--- src/rtl/mano_io_pkg.sv ---
// Shared types, default sizes and the channel priority helper for the MANO I/O controller.
package mano_io_pkg;

  localparam int DATA_W_DEF = 8;
  localparam int NUM_CH_DEF = 4;
  // Upper bound on channel count supported by the priority helper.
  localparam int MAX_CH     = 32;
  localparam int MAX_CH_W   = 5;

  typedef enum logic {
    INT_IDLE    = 1'b0,
    INT_PENDING = 1'b1
  } int_state_t;

  function automatic logic [MAX_CH_W-1:0] lowest_set(input logic [MAX_CH-1:0] vec);
    logic [MAX_CH_W-1:0] idx;
    logic                found;
    idx   = '0;
    found = 1'b0;
    for (int i = 0; i < MAX_CH; i++) begin
      if (vec[i] && !found) begin
        idx   = MAX_CH_W'(i);
        found = 1'b1;
      end
    end
    return idx;
  endfunction

endpackage

--- src/rtl/mano_io_channel.sv ---
// One I/O channel: INPR/OUTR buffers, FGI/FGO flags and the device valid/ready handshakes.
module mano_io_channel
  import mano_io_pkg::*;
#(
  parameter int DATA_W = DATA_W_DEF
) (
  input  logic              clk,
  input  logic              reset,
  input  logic              inp_clr,
  input  logic              out_wr,
  input  logic [DATA_W-1:0] ac_in,
  input  logic              dev_in_valid,
  input  logic [DATA_W-1:0] dev_in_data,
  input  logic              dev_out_ready,
  output logic [DATA_W-1:0] inpr,
  output logic [DATA_W-1:0] outr,
  output logic              fgi,
  output logic              fgo,
  output logic              dev_in_ready,
  output logic              dev_out_valid
);

  logic [DATA_W-1:0] inpr_d, inpr_q;
  logic [DATA_W-1:0] outr_d, outr_q;
  logic              fgi_d, fgi_q;
  logic              fgo_d, fgo_q;

  // A full INPR stalls the device, so a same-channel INP clear never races an accept.
  assign dev_in_ready  = ~fgi_q;
  assign dev_out_valid = ~fgo_q;

  always_comb begin
    // NOTE: every signal gets a hold value first so no path through this block infers a latch.
    inpr_d = inpr_q;
    outr_d = outr_q;
    fgi_d  = fgi_q;
    fgo_d  = fgo_q;
    if (dev_in_valid && dev_in_ready) begin
      inpr_d = dev_in_data;
      fgi_d  = 1'b1;
    end else if (inp_clr) begin
      fgi_d  = 1'b0;
    end
    // A CPU write wins over a device accept in the same cycle: the new byte stays pending.
    if (out_wr) begin
      outr_d = ac_in;
      fgo_d  = 1'b0;
    end else if (dev_out_ready && dev_out_valid) begin
      fgo_d  = 1'b1;
    end
  end

  // NOTE: INPR/OUTR are reset too, since their contents are visible on the ports right after reset.
  always_ff @(posedge clk or negedge reset) begin
    if (!reset) begin
      inpr_q <= '0;
      outr_q <= '0;
      fgi_q  <= 1'b0;
      fgo_q  <= 1'b1;
    end else begin
      // NOTE: non-blocking assignments so all flops update from pre-edge values.
      inpr_q <= inpr_d;
      outr_q <= outr_d;
      fgi_q  <= fgi_d;
      fgo_q  <= fgo_d;
    end
  end

  assign inpr = inpr_q;
  assign outr = outr_q;
  assign fgi  = fgi_q;
  assign fgo  = fgo_q;

endmodule

--- src/rtl/mano_io_controller.sv ---
// Multi-channel MANO I/O and interrupt controller: channel muxes, IEN, R flip-flop, priority vector.
// Optional build macro MANO_IO_MASK_EN adds a per-channel interrupt mask register.
module mano_io_controller
  import mano_io_pkg::*;
#(
  parameter  int DATA_W = DATA_W_DEF,
  parameter  int NUM_CH = NUM_CH_DEF,
  localparam int CH_W   = (NUM_CH > 1) ? $clog2(NUM_CH) : 1
) (
  input  logic                     clk,
  input  logic                     reset,
`ifdef MANO_IO_MASK_EN
  input  logic                     mask_wr,
  input  logic [NUM_CH-1:0]        mask_in,
`endif
  input  logic [CH_W-1:0]          io_sel,
  input  logic                     inp_req,
  input  logic                     out_req,
  input  logic [DATA_W-1:0]        ac_in,
  output logic [DATA_W-1:0]        inpr_out,
  output logic                     fgi_sel,
  output logic                     fgo_sel,
  input  logic                     ion_req,
  input  logic                     iof_req,
  input  logic                     int_ack,
  output logic                     ien,
  output logic                     int_pending,
  output logic [CH_W-1:0]          int_vector,
  output logic                     int_is_out,
  input  logic [NUM_CH-1:0]        dev_in_valid,
  input  logic [NUM_CH*DATA_W-1:0] dev_in_data,
  output logic [NUM_CH-1:0]        dev_in_ready,
  output logic [NUM_CH-1:0]        dev_out_valid,
  output logic [NUM_CH*DATA_W-1:0] dev_out_data,
  input  logic [NUM_CH-1:0]        dev_out_ready
);

  logic [DATA_W-1:0] inpr [NUM_CH];
  logic [NUM_CH-1:0] fgi, fgo, mask, request;
  logic [CH_W-1:0]   int_vector_d, int_vector_q;
  logic              int_is_out_d, int_is_out_q;
  logic              ien_d, ien_q;
  int_state_t        state_d, state_q;

  for (genvar i = 0; i < NUM_CH; i++) begin : g_ch
    mano_io_channel #(.DATA_W(DATA_W)) u_ch (
      .clk           (clk),
      .reset         (reset),
      .inp_clr       (inp_req && (io_sel == CH_W'(i))),
      .out_wr        (out_req && (io_sel == CH_W'(i))),
      .ac_in         (ac_in),
      .dev_in_valid  (dev_in_valid[i]),
      .dev_in_data   (dev_in_data[i*DATA_W +: DATA_W]),
      .dev_out_ready (dev_out_ready[i]),
      .inpr          (inpr[i]),
      .outr          (dev_out_data[i*DATA_W +: DATA_W]),
      .fgi           (fgi[i]),
      .fgo           (fgo[i]),
      .dev_in_ready  (dev_in_ready[i]),
      .dev_out_valid (dev_out_valid[i])
    );
  end

`ifdef MANO_IO_MASK_EN
  logic [NUM_CH-1:0] mask_d, mask_q;
  assign mask_d = mask_wr ? mask_in : mask_q;
  always_ff @(posedge clk or negedge reset) begin
    if (!reset) mask_q <= '1;
    else        mask_q <= mask_d;
  end
  assign mask = mask_q;
`else
  assign mask = '1;
`endif

  assign request = (fgi | fgo) & mask;

  always_comb begin
    inpr_out = '0;
    fgi_sel  = 1'b0;
    fgo_sel  = 1'b0;
    for (int i = 0; i < NUM_CH; i++) begin
      if (io_sel == CH_W'(i)) begin
        inpr_out = inpr[i];
        fgi_sel  = fgi[i];
        fgo_sel  = fgo[i];
      end
    end
  end

  always_comb begin
    ien_d = ien_q;
    if (int_ack || iof_req) ien_d = 1'b0;
    else if (ion_req)       ien_d = 1'b1;
  end

  // R FSM: state register.
  always_ff @(posedge clk or negedge reset) begin
    if (!reset) state_q <= INT_IDLE;
    else        state_q <= state_d;
  end

  // R FSM: next state.
  always_comb begin
    state_d = state_q;
    unique case (state_q)
      INT_IDLE:    if (ien_q && (|request) && !int_ack) state_d = INT_PENDING;
      INT_PENDING: if (int_ack)                         state_d = INT_IDLE;
      default:     state_d = INT_IDLE;
    endcase
  end

  // R FSM: outputs and vector capture on the IDLE->PENDING edge.
  always_comb begin
    logic [MAX_CH-1:0] req_ext;
    req_ext              = '0;
    req_ext[NUM_CH-1:0]  = request;
    int_vector_d         = int_vector_q;
    int_is_out_d         = int_is_out_q;
    if (state_q == INT_IDLE && state_d == INT_PENDING) begin
      int_vector_d = CH_W'(lowest_set(req_ext));
      int_is_out_d = ~fgi[int_vector_d];
    end
    int_pending = (state_q == INT_PENDING);
  end

  always_ff @(posedge clk or negedge reset) begin
    if (!reset) begin
      ien_q        <= 1'b0;
      int_vector_q <= '0;
      int_is_out_q <= 1'b0;
    end else begin
      ien_q        <= ien_d;
      int_vector_q <= int_vector_d;
      int_is_out_q <= int_is_out_d;
    end
  end

  assign ien        = ien_q;
  assign int_vector = int_vector_q;
  assign int_is_out = int_is_out_q;

endmodule

--- config.mk ---
export PLATFORM = sky130hd
export DESIGN_NAME = mano_io_controller
export DESIGN_NICKNAME = d
export VERILOG_FILES = /design/src/rtl/mano_io_pkg.sv /design/src/rtl/mano_io_channel.sv /design/src/rtl/mano_io_controller.sv
export SDC_FILE = /design/constraint.sdc
export NUM_CORES = 1
export LEC_CHECK = 0
export CAP_MARGIN = 30
export CORE_MARGIN = 5
export CORE_UTILIZATION = 45
export CTS_CLUSTER_SIZE = 25
export DETAILED_ROUTE_END_ITERATION = 16
export GPL_ROUTABILITY_DRIVEN = 0
export PLACE_DENSITY = 0.89
export SLEW_MARGIN = 40
export SYNTH_ARGS = -nofsm -noshare
export SYNTH_HDL_FRONTEND = slang
export SYNTH_SLANG_ARGS = --single-unit
--- constraint.sdc ---
create_clock -name clk -period 2.2 [get_ports clk]
set_clock_uncertainty 0.05 [all_clocks]
set_input_delay 0.22 -clock clk [delete_from_list [all_inputs] [get_ports clk]]
set_output_delay 0.22 -clock clk [all_outputs]
set_load 0.01 [all_outputs]
# == Word-level counts from Yosys, hierarchy flattened ==
# Cells that the tools add are included.
# word_totals
ff_bits,77
in_bits,57
elab_cells,118
output_inout_bits,55
# classes
eq_ne,3
muxes,45
n_reduce_logical,38
bitwise_logic,11
magnitude_cmp,1
# ops
op,n
2-to-1 mux 1 bit,36
2-to-1 mux 8 bit,4
logical AND 1 bit,22
nonzero test 2 bit,9
inverter 1 bit,10
2-to-1 mux 2 bit,3
"== test 2 bit, second input constant",2
zero test 1 bit,4
bitwise OR 4 bit,1
OR reduction 4 bit,1
"< comparator 2 x 3 -> 1 bit, second input constant",1
binary-select mux 1 bit (select 2 bit),1
"== test 2 x 1 -> 1 bit, second input constant",1
zero test 2 bit,1
case mux 1 bit (2 select lines),1
logical OR 1 bit,1

# == Logic depth before layout (Yosys ltp) ==
# logic_depth
ltp_word,23
ltp_mapped,5
mapped_depth_nobuf,4

# == Hierarchy ==
# Synthesis repeated with hierarchy kept, for this count alone.
# unflattened
cells_unflattened,217
area_unflattened_um2,3435.8
# modules_own_cells
module,cells_per_inst,area_per_inst_um2,seq_area_each_um2,instances
mano_io_channel,42,706.9,451.7,4
mano_io_controller,49,608.1,125.1,1

# == Worst setup path after synthesis ==
# OpenSTA, ideal clock, no wires.
# synth_timing
kind,reg-to-reg
startpoint,register g_ch[0].u_ch.fgi_q
endpoint,register int_is_out_q (netlist: int_is_out)
setup_time_ps,125
t_required_ps,2025
path_buffers,0
setup_slack_ps,490
synth_period_minus_slack_ps,1710
stages_incl_launch_ff,5
arrival_time_ps,1534
path_cell_list,dfrtp_1 > or4_4 > nand2b_4 > and3_4 > mux2_4
# synth_between
elab_chain_cells,18
elab_cells_between_ends,26
classes_between,mux: 14; bitwise: 2; reduce/logical: 10
# synth_rtl
item,line,text
start: declaration,mano_io_channel.sv:25,"logic fgi_d, fgi_q;"
start signal: assignment,mano_io_channel.sv:64,fgi_q <= fgi_d;
bitwise OR 4 bit,mano_io_controller.sv:76,assign request = (fgi | fgo) & mask;
2-to-1 mux 1 bit,mano_io_pkg.sv:21,if (vec[i] && !found) begin
2-to-1 mux 1 bit,mano_io_controller.sv:120,if (state_q == INT_IDLE && state_d == INT_PENDING) begin
zero test 1 bit,mano_io_pkg.sv:21,
logical AND 1 bit,mano_io_pkg.sv:21,
2-to-1 mux 1 bit,mano_io_pkg.sv:21,
2-to-1 mux 1 bit,mano_io_controller.sv:120,
zero test 1 bit,mano_io_pkg.sv:21,
[2 not listed],--,
2-to-1 mux 1 bit,mano_io_controller.sv:120,
zero test 1 bit,mano_io_pkg.sv:21,
logical AND 1 bit,mano_io_pkg.sv:21,
2-to-1 mux 2 bit,mano_io_pkg.sv:21,
2-to-1 mux 2 bit,mano_io_controller.sv:120,
binary-select mux 1 bit (select 2 bit),mano_io_controller.sv:122,int_is_out_d = ~fgi[int_vector_d];
2-to-1 mux 1 bit (not written as such),mano_io_controller.sv:122,
inverter 1 bit,mano_io_controller.sv:122,
end signal: assignment,mano_io_controller.sv:135,int_is_out_q <= int_is_out_d;
end: declaration,mano_io_controller.sv:41,"logic int_is_out_d, int_is_out_q;"
# Parallel ways exist; a longest one is shown, timed or not. The select of a mux whose other input is x is not followed.
# A chain may end at the register's enable or synchronous reset.

# == Worst setup path after layout ==
# layout_timing
startpoint,input io_sel[1]
endpoint,output inpr_out[3]
# layout_between
elab_chain_cells,5
elab_cells_between_ends,8
classes_between,eq/ne: 3; mux: 4; reduce/logical: 1
# layout_rtl
item,line,text
start: declaration,mano_io_controller.sv:16,"input logic [CH_W-1:0] io_sel,"
zero test 2 bit,mano_io_controller.sv:83,if (io_sel == CH_W'(i)) begin
2-to-1 mux 8 bit (3 in a row),mano_io_controller.sv:83,
2-to-1 mux 8 bit *,mano_io_controller.sv:83,
end: declaration,mano_io_controller.sv:20,"output logic [DATA_W-1:0] inpr_out,"
# Every way passes the cells marked *; elsewhere a longest branch is shown, timed or not.

==> metrics.md <==
| Metric | Value |
|---|---|
| Outcome | completed |
| Yosys reg bits | 77 |
| Slew Limit Fails | 0 |
| Hold_sp | dev_out_ready[0] |
| First-pass GRT wire length | between 10000 and 15000 um |
| Worst reg-to-reg path cell count | 4 |
| Clock buffer depth | 2 |
| Slew HR | between 50% and 60% |
| Reg clk slew, reported paths | around 0.07 ns |
| Drt first pass iters | 4 |
| # diodes | 0 |
| Initial DRC count | between 60 and 70 |
| DP Area | around 0.0046 mm^2 |
| Starting Density | a little under half |
| Num rows | 31 |
| IO Port Bufs | 111 |
| Area of the multi-input gates | around 0.0012 mm^2 |
| Root buf cell | clkbuf_8 |
| Worst Path Required | 1.93 ns |
| Worst-Margin Slew | 0.689 ns |
| Synth async-reset ratio | 100% |
| FILL cells | 560 |
| RSZ-0062 raised after global routing | false |
| R2R setup slack | roughly 0.41 ns |
| Yosys cell types | 29 |
| I/O Pins | between 100 and 150 |
| Die H | 95.7 um |
| Mapped Cells | 217 |
| Worst stage delay on the critical path | approximately 0.57 ns |
| Register area | a little under 0.002 mm^2 |
| Share of cells above drive strength 1 | approximately a third |
| Area leader, netlist | dfrtp_1 |
| CTS tree | built |
| Crit-path max FO | 11 |
| Hold Path Depth | 3 |
| Post-synthesis sequential area ratio | 58.4% |
| Final instance area | 0.00481 mm^2 |
| Worst VDD drop | between 0.5 and 0.6 mV |
| Yosys top cell area share | a little under three fifths |
| Setup Buffers After CTS | 0 |
| TritonCTS Buffers | 9 |
| Syn Nets | between 200 and 300 |
| Layout Nets | 394 |
| H-tree Lvls | 3 |
| Crit Path Category | in -> out |
| Crit path cell chain | clkdlybuf4s50_1 -> buf_4 -> mux4_2 -> clkdlybuf4s50_1 |
| Wire length per cell | 18.0 um |
| Tot GR Track Use | a little under a fifth |
| Syn avg cell area | ~15 um^2 |
| CP Launch Type | input port |
| PwrDens | approximately 960 mW/mm^2 |
| GRT overflow | 0 |
| Vias per cell | between 4 and 5 |
| Max Freq | between 400 and 500 MHz |
| Final setup fails | 0 |
| Vias | 2199 |
| Synthesis-to-finish area growth | 45.5% |
| Core area | 0.00721 mm^2 |
| Count leader, synth | dfrtp_1 |
| Worst r2r src | g_ch[0].u_ch.fgi |
| Prevailing post-synth register cell | dfrtp_1 |
| Minimum clock period | about 2.1 ns |
| Post-DRT Antenna Nets | 0 |
| Final period util | 95.6% |
| Commonest cells post-synth | dfrtp_1 (73), mux2_2 (64), mux4_2 (9), nor2_1 (9) |
| Min-delay worst type | in -> reg |
| Max Cap Viol | 0 |
| DPL Wire Length | approximately 6000 um |
| Clock Latency Late Sink | 0.33 ns |
| Clk sink count | slightly below 80 |
| Crit path top cell by count | clkdlybuf4s50_1 |
| Die area | 0.00916 mm^2 |
| Hold-critical path endpoint | g_ch[0].u_ch.fgo |
| Worst path slowest cell | clkdlybuf4s50_1 |
| CP endpoint kind | primary output |
| Post-route DRC violation count | 0 |
| Final WL | just under 8000 um |
| Yosys warnings | 0 |
| Number of global-route vias before repair | around 2500 |
| CP arrival | 1.83 ns |
| Number of flops mapped to enable cells by yosys | 0 |
| Largest net degree at the start of global routing | just under 80 |
| Final hold viol count | 0 |
| Width of the die | between 90 and 100 um |
| Min Hold Slack | around 0.36 ns |
| R2r endpoint | int_vector[0] |
| Leak | ~2 nW |
| Area contributors post-synth | dfrtp_1 (55%), mux2_2 (22%), mux4_2 (6.1%), dfstp_2 (3.2%), buf_4 (1.8%) |
| Initial antenna violation count | 0 |
| Post-Syn Area | ~0.0033 mm^2 |
[layout by cell type, fill, tap and decap left out, types with 4 or more instances in the layout]
cell and instances:
clkbuf_8 9, dfstp_2 4, inv_1 8, nor2b_1 4
buf_4 13, nor2_1 9, mux2_2 64, mux4_2 9
clkdlybuf4s50_1 104, dfrtp_1 73
[critical path, delay by kind of cell]
family	cells	cell delay (ns)
buf+inv	3	1.30
mux	1	0.31
[flip-flops by register name, indices dropped and copies added, names as in the netlist]
name / count
int_is_out: 1
g_ch.u_ch.inpr: 32
g_ch.u_ch.fgo: 4
g_ch.u_ch.fgi: 4
g_ch.u_ch.outr: 32
int_vector: 2
int_pending: 1
ien: 1
[through the flow]
| step | setup TNS [ns] | instances | power, mW | worst slack [ns] | util [%] |
|---|---|---|---|---|---|
| after global placement | 0 | 424 | 3.35 | 0.000482 | 63.2 |
| after floorplan | 0 | 217 | 2.69 | 0.490 | - |
| final | 0 | 440 | 4.60 | 0.0976 | 66.7 |
| after CTS | 0 | 440 | 4.66 | 0.00582 | 66.6 |
| after detailed placement | -0.0309 | 424 | 3.41 | -0.0185 | 63.2 |
| after global routing | 0 | 440 | 4.85 | 0.0545 | 66.7 |
[repair_timing]
action / in CTS / in global routing
gates resized for setup: 3 / 3
endpoints found under the hold margin: 73 / 0
setup endpoints to repair: 3 / 6
hold buffers: 1 / 0
[worst max-delay path by stage]
stage                     start           to  slack [ns]  depth (start not counted)
2_1_floorplan  g_ch[0].u_ch.fgi   int_is_out        0.49                          4
3_3_place_gp          io_sel[0]  inpr_out[7]      0.0005                          4
3_5_place_dp          io_sel[0]  inpr_out[2]       -0.02                          4
4_1_cts               io_sel[0]  inpr_out[3]       0.006                          4
5_1_grt               io_sel[1]  inpr_out[3]        0.05                          4
6_report              io_sel[1]  inpr_out[3]         0.1                          4
[area by class of cell]
cell class                 instances  area share (%)
clock inverter                     6            2.31
sequential                        77            40.2
timing repair buffer             126            25.9
inverter                           8           0.624
clock buffer                       9            2.57
multi-input combinational        115            25.9
tap                               99            2.57
[routing by layer]
layer	wire (um)	vias up	GRT usage (%)
met3	509	10	6.02
met1	3120	1111	22.6
li1	-	1009	-
met2	4140	69	31.1
met5	0	-	0
met4	149	0	6.87
[report_power, final]
part           internal [mW]  total (mW)  switching [mW]  leakage [nW]
sequential              1.80        2.03           0.233         0.905
combinational          0.866        1.31           0.445          1.02
clock                  0.749        1.26           0.509         0.116
[logic make-up after synthesis]
kind of cell,after synthesis,share of synthesized area [%]
mux,77,30.1
flops,77,58.4
simple gates,25,4.96
buf+inv,25,3.86
compound gates,13,2.65
Power figures use the tool's default switching activity.
==> variant 1, RTL diff (same settings) <==
Add a define of `MANO_IO_MASK_EN`.
--- a/src/rtl/mano_io_controller.sv
+++ b/src/rtl/mano_io_controller.sv
@@ -1,4 +1,6 @@
 // Multi-channel MANO I/O and interrupt controller: channel muxes, IEN, R flip-flop, priority vector.
 // Optional build macro MANO_IO_MASK_EN adds a per-channel interrupt mask register.
+`define MANO_IO_MASK_EN
+
 module mano_io_controller
   import mano_io_pkg::*;
Interface: changed (added mask_in and mask_wr); port bits go from 112 to 117. The function was not compared with the original's and may differ.
==> variant 1 against the unedited design <==
Routed wire length increased by 8.7%; sequential cell count grew 4; total power is 12% higher; utilization down 0.96 points; combinational power increased by 27%; area after synthesis increased by 7.2%; die area increased by 6.5%; setup slack better by 60 ps; first-iteration DRC count fell by 18%; global-route usage shrank 0.52 points; final area rose by 5.0%; highest routed layer unchanged; critical endpoint is now fgi_sel.
==> variant 1: results (changes against the unedited design) <==
[setup_path]
crit_start = io_sel[0]
reg2regPathDepth = 4  ; unchanged
crit_arrival_ps = 1770  ; -60 ps
endpoint = fgi_sel
slowest_stage = mux4_1
crit_fanout = 12  ; +1
r2r_slack_ps = 600  ; +190 ps
r2r_end = int_vector[1]
timing.rr.start = g_ch[0].u_ch.fgo
slowest_delay_ps = 550  ; -20 ps
crit_family = buffers and inverters
end_kind = output port

[timing]
slew_viol_final = 0  ; unchanged
slew_headroom_pct = 63.90  ; +9.9 points
worst_hold_slack_ps = 344.3  ; -12.25 ps

[synthesis]
synthTopCellsByCount = 73 x dfrtp_1, 68 x mux2_2, 9 x buf_4, 9 x inv_1
yosysUniqueCellTypes = 36  ; +24%
synth_warnings = 0  ; unchanged
mappedNetlistNets = 293  ; +6.9%
synth_area_leaders = dfrtp_1 52%, mux2_2 22%, dfstp_2 5.9%
synthFlopType = dfrtp_1
seq_area_frac_synth_pct = 57.47  ; -0.97 points
syn_area_per_cell_sq_um = 15.34  ; +0.73%
ys_async_sr_fraction_pct = 100.0  ; unchanged

[placement]
portBuffers = 116  ; +4.5%
placed_cell_area_sq_um = 4816  ; +5.6%
place_hpwl_um = 6425  ; +9.7%
placedCellCount = 443  ; +4.5%

[routing]
via_per_inst = 5.109  ; +2.2%
dr.pass1.iters = 4  ; unchanged
drtIter0Drc = 55  ; -18%
wl_um = 8601  ; +8.7%
avgRoutedWirePerCell_um = 18.74  ; +4.2%
drc = 0  ; unchanged

[cells_and_area]
layout.nets = 415  ; +5.3%
drive_above_1_share_pct = 33.89  ; +0.46 points
diodes = 0  ; unchanged

[min_path]
min_path_type = input port to async pin

[cts]
htree_levels = 3  ; unchanged
clockBufferDepth = 2  ; unchanged
clock_latency_ps = 340
cts.clk_slew.worst_paths_ps = 90  ; +20 ps
cts_buffers = 9  ; unchanged
clockRootBuffer = clkbuf_8
post-cts-setup-buffers = 0  ; unchanged

[global_routing]
grt_pass1_vias = 2646  ; +7.3%
grt_max_degree = 42  ; -46%
grt_first_pass_wirelength_um = 13690  ; +7.7%
antenna_found_initial = 0  ; unchanged
track_usage_pct = 18.10  ; -0.52 points

[power_and_ir_drop]
p_leak_nw = 2.139  ; +4.8%
ir_drop_uv = 645.2  ; +9.5%

[status]
status = completed

[variant 1: changes by cell type in the layout (fill, tap and decap cells not counted), moves of 3 or more]
cell	before	now
buf_4	13	9
o21ai_2	0	3
dfstp_2	4	8
nor2_1	9	6
mux2_2	64	68
nand2_1	1	4
[variant 1: layout make-up]
cell class	instances	area, sq um
Clock inverter	4	77.57
Tap cell	102	127.6
Inverter	9	33.78
Fill cell	584	2635
Clock buffer	11	141.4
Timing Repair Buffer	127	1276
Sequential cell	81	2037
Multi-Input combinational cell	125	1359
[variant 1: per-stage QoR]
step	setup slack, ps	setup TNS [ps]
5_1_grt	115.1	0
2_1_floorplan	709.7	0
6_report	158.0	0
4_1_cts	2.518	0
3_5_place_dp	-49.44	-92.81
3_3_place_gp	-11.44	-19.14
[variant 1: timing repair]
action | CTS | global route
gates resized for setup | 4 | 5
hold endpoints to repair | 38 | 0
pin swaps | 0 | 0
setup endpoints to repair | 4 | 5
gates cloned | 0 | 0
hold buffers | 1 | 0
[variant 1: cells by family after synthesis]
family / count (synthesis) / synth area share [%]
buffers and inverters: 25 / 4.200
AND/OR/NAND/NOR: 25 / 4.553
multiplexers: 80 / 29.01
AO/OA/AOI/OAI: 20 / 4.766
flip-flops: 81 / 57.47
[variant 1: metal layers]
metal	up-vias	wire length (um)	track usage [%]
met2	60	4696	32.33
met4	0	138	6.408
met1	1198	3423	21.73
li1	1075	-	-
met3	12	342	3.468
met5	-	0	0
[variant 1: report_power, final]
group	internal [W]	total (W)	leakage, nW	switching [W]
Sequential	0.00197	0.00228	0.944	0.000308
Combinational	0.00108	0.00166	1.09	0.000581
Clock	0.000669	0.00120	0.110	0.000528
Total	0.00372	0.00514	2.14	0.00142
==> variant 2, RTL diff (config.mk and constraints unchanged) <==
Without the edit above. Change the package constant `NUM_CH_DEF` from 4 to 2.
--- a/src/rtl/mano_io_pkg.sv
+++ b/src/rtl/mano_io_pkg.sv
@@ -3,5 +3,5 @@
 
   localparam int DATA_W_DEF = 8;
-  localparam int NUM_CH_DEF = 4;
+  localparam int NUM_CH_DEF = 2;
   // Upper bound on channel count supported by the priority helper.
   localparam int MAX_CH     = 32;
Ports: changed (8 resized); port bits go from 112 to 70. The function was not compared with the original's and may differ.
==> variant 2 against the unedited design <==
Synthesized cell count shrank 45%; via count decreased by 46%; setup slack improved by 78 ps; fmax rose by 3.8%; area after synthesis down 49%; total power fell by 53%; sequential cell count is 37 lower; combinational power shrank 55%; final area fell by 47%; routed wire length decreased by 50%; die area decreased by 45%; critical path type unchanged; largest cell class unchanged; highest routed layer unchanged.
==> variant 2: results (changes against the unedited design) <==
[status]
status = completed

[global_routing]
grt_pass1_vias = 1348  ; -45%
grt_first_pass_wirelength_um = 6630  ; -48%
grt_max_degree = 41  ; -47%
track_usage_pct = 17.32  ; -1.3 points

[cells_and_area]
layout.nets = 228  ; -42%
drive_above_1_share_pct = 29.53  ; -3.9 points
diodes = 0  ; unchanged
final_cells = 241  ; -45%
area_delta_synth_final_pct = 50.86

[placement]
portBuffers = 69  ; -38%
placed_cell_area_sq_um = 2401  ; -47%
pre_cts_ws_ps = 189.1  ; +207.6 ps
place_hpwl_um = 3074  ; -47%

[setup_path]
r2r_end = int_is_out
r2r_slack_ps = 580  ; +170 ps
crit_arrival_ps = 1750  ; -80 ps
crit_fanout = 16  ; +5
timing.rr.start = g_ch[0].u_ch.fgi
reg2regPathDepth = 3  ; -1

[cts]
cts_buffers = 5  ; -4
cts.clk_slew.worst_paths_ps = 80
htree_levels = 2  ; -1
clock_latency_ps = 290  ; -40 ps
clockBufferDepth = 2  ; unchanged

[routing]
dr.pass1.iters = 3  ; -1
wl_um = 3983  ; -50%
drc = 0  ; unchanged
vias = 1181  ; -46%

[power_and_ir_drop]
ir_drop_uv = 456.9  ; -22%
p_leak_nw = 1.065  ; -48%

[synthesis]
syn_inst = 120  ; -45%
yosysUniqueCellTypes = 18  ; -38%
synthFlopType = dfrtp_1
ys_async_sr_fraction_pct = 100.0  ; unchanged
muxShareOfSynthArea_pct = 28.15  ; -1.9 points
synthTopCellsByCount = 40 x mux2_2, 38 x dfrtp_1, 7 x nor2_1, 5 x buf_2, 5 x inv_1
mappedNetlistNets = 156  ; -43%
synth_xor_area_share_pct = 0  ; unchanged
synth_warnings = 0  ; unchanged
synth_compound_area_share_pct = 2.829  ; +0.18 points
synth_area_leaders = dfrtp_1 57%, mux2_2 27%, dfstp_2 3.1%
seq_area_frac_synth_pct = 59.72  ; +1.3 points

[timing]
slew_headroom_pct = 67.02  ; +13 points
worst_hold_slack_ps = 429.4  ; +72.90 ps

[min_path]
min_path_type = input port to async pin

==> variant 2: how the worst max path moves through the flow <==
stage | start | endpoint | slack, ps | depth (start not counted)
2_1_floorplan | g_ch[0].u_ch.fgi | int_is_out | 670 | 3
3_3_place_gp | io_sel | inpr_out[1] | 230 | 4
3_5_place_dp | io_sel | inpr_out[4] | 190 | 4
4_1_cts | io_sel | inpr_out[1] | 170 | 4
5_1_grt | io_sel | inpr_out[1] | 150 | 4
6_report | io_sel | inpr_out[1] | 180 | 4
==> variant 2: kinds of logic after synthesis <==
kind of cell	count (synthesis)
muxes	42
DFF	40
and+or+nand+nor	16
buffers and inverters	14
AOI/OAI and AO/OA	8
==> variant 2: area by class of cell <==
class,instances,area (sq um)
well taps,48,60.06
repair buffers,74,728.2
clock buffers,6,82.58
inverters,5,18.77
flip-flops and latches,40,1003
fillers,274,1099
clock inverters,2,38.79
multi-input cells,66,603.1
==> variant 2: timing repair <==
action,CTS,global route
hold buffers,0,1
setup buffers,0,0
gates resized for setup,0,0
hold endpoints to repair,0,38
==> variant 2: report_power, final <==
| part | internal (W) | switching (W) |
|---|---|---|
| Clock | 0.000371 | 0.000247 |
| Sequential | 0.000878 | 0.0000816 |
| Combinational | 0.000387 | 0.000206 |
==> variant 2: metal layers <==
metal	GRT usage (%)	share of wire (%)	vias up	wire (um)
met3	4.830	5.9	5	235
met5	0	0	-	0
met2	31.20	55	38	2196
li1	-	-	557	-
met1	18.62	37	581	1474
met4	8.142	1.9	0	76
==> variant 2: worst max-delay path: stages <==
cell             delay (ps)
clkdlybuf4s50_1         450
buf_4                   210
mux2_2                  370
clkdlybuf4s50_1         500
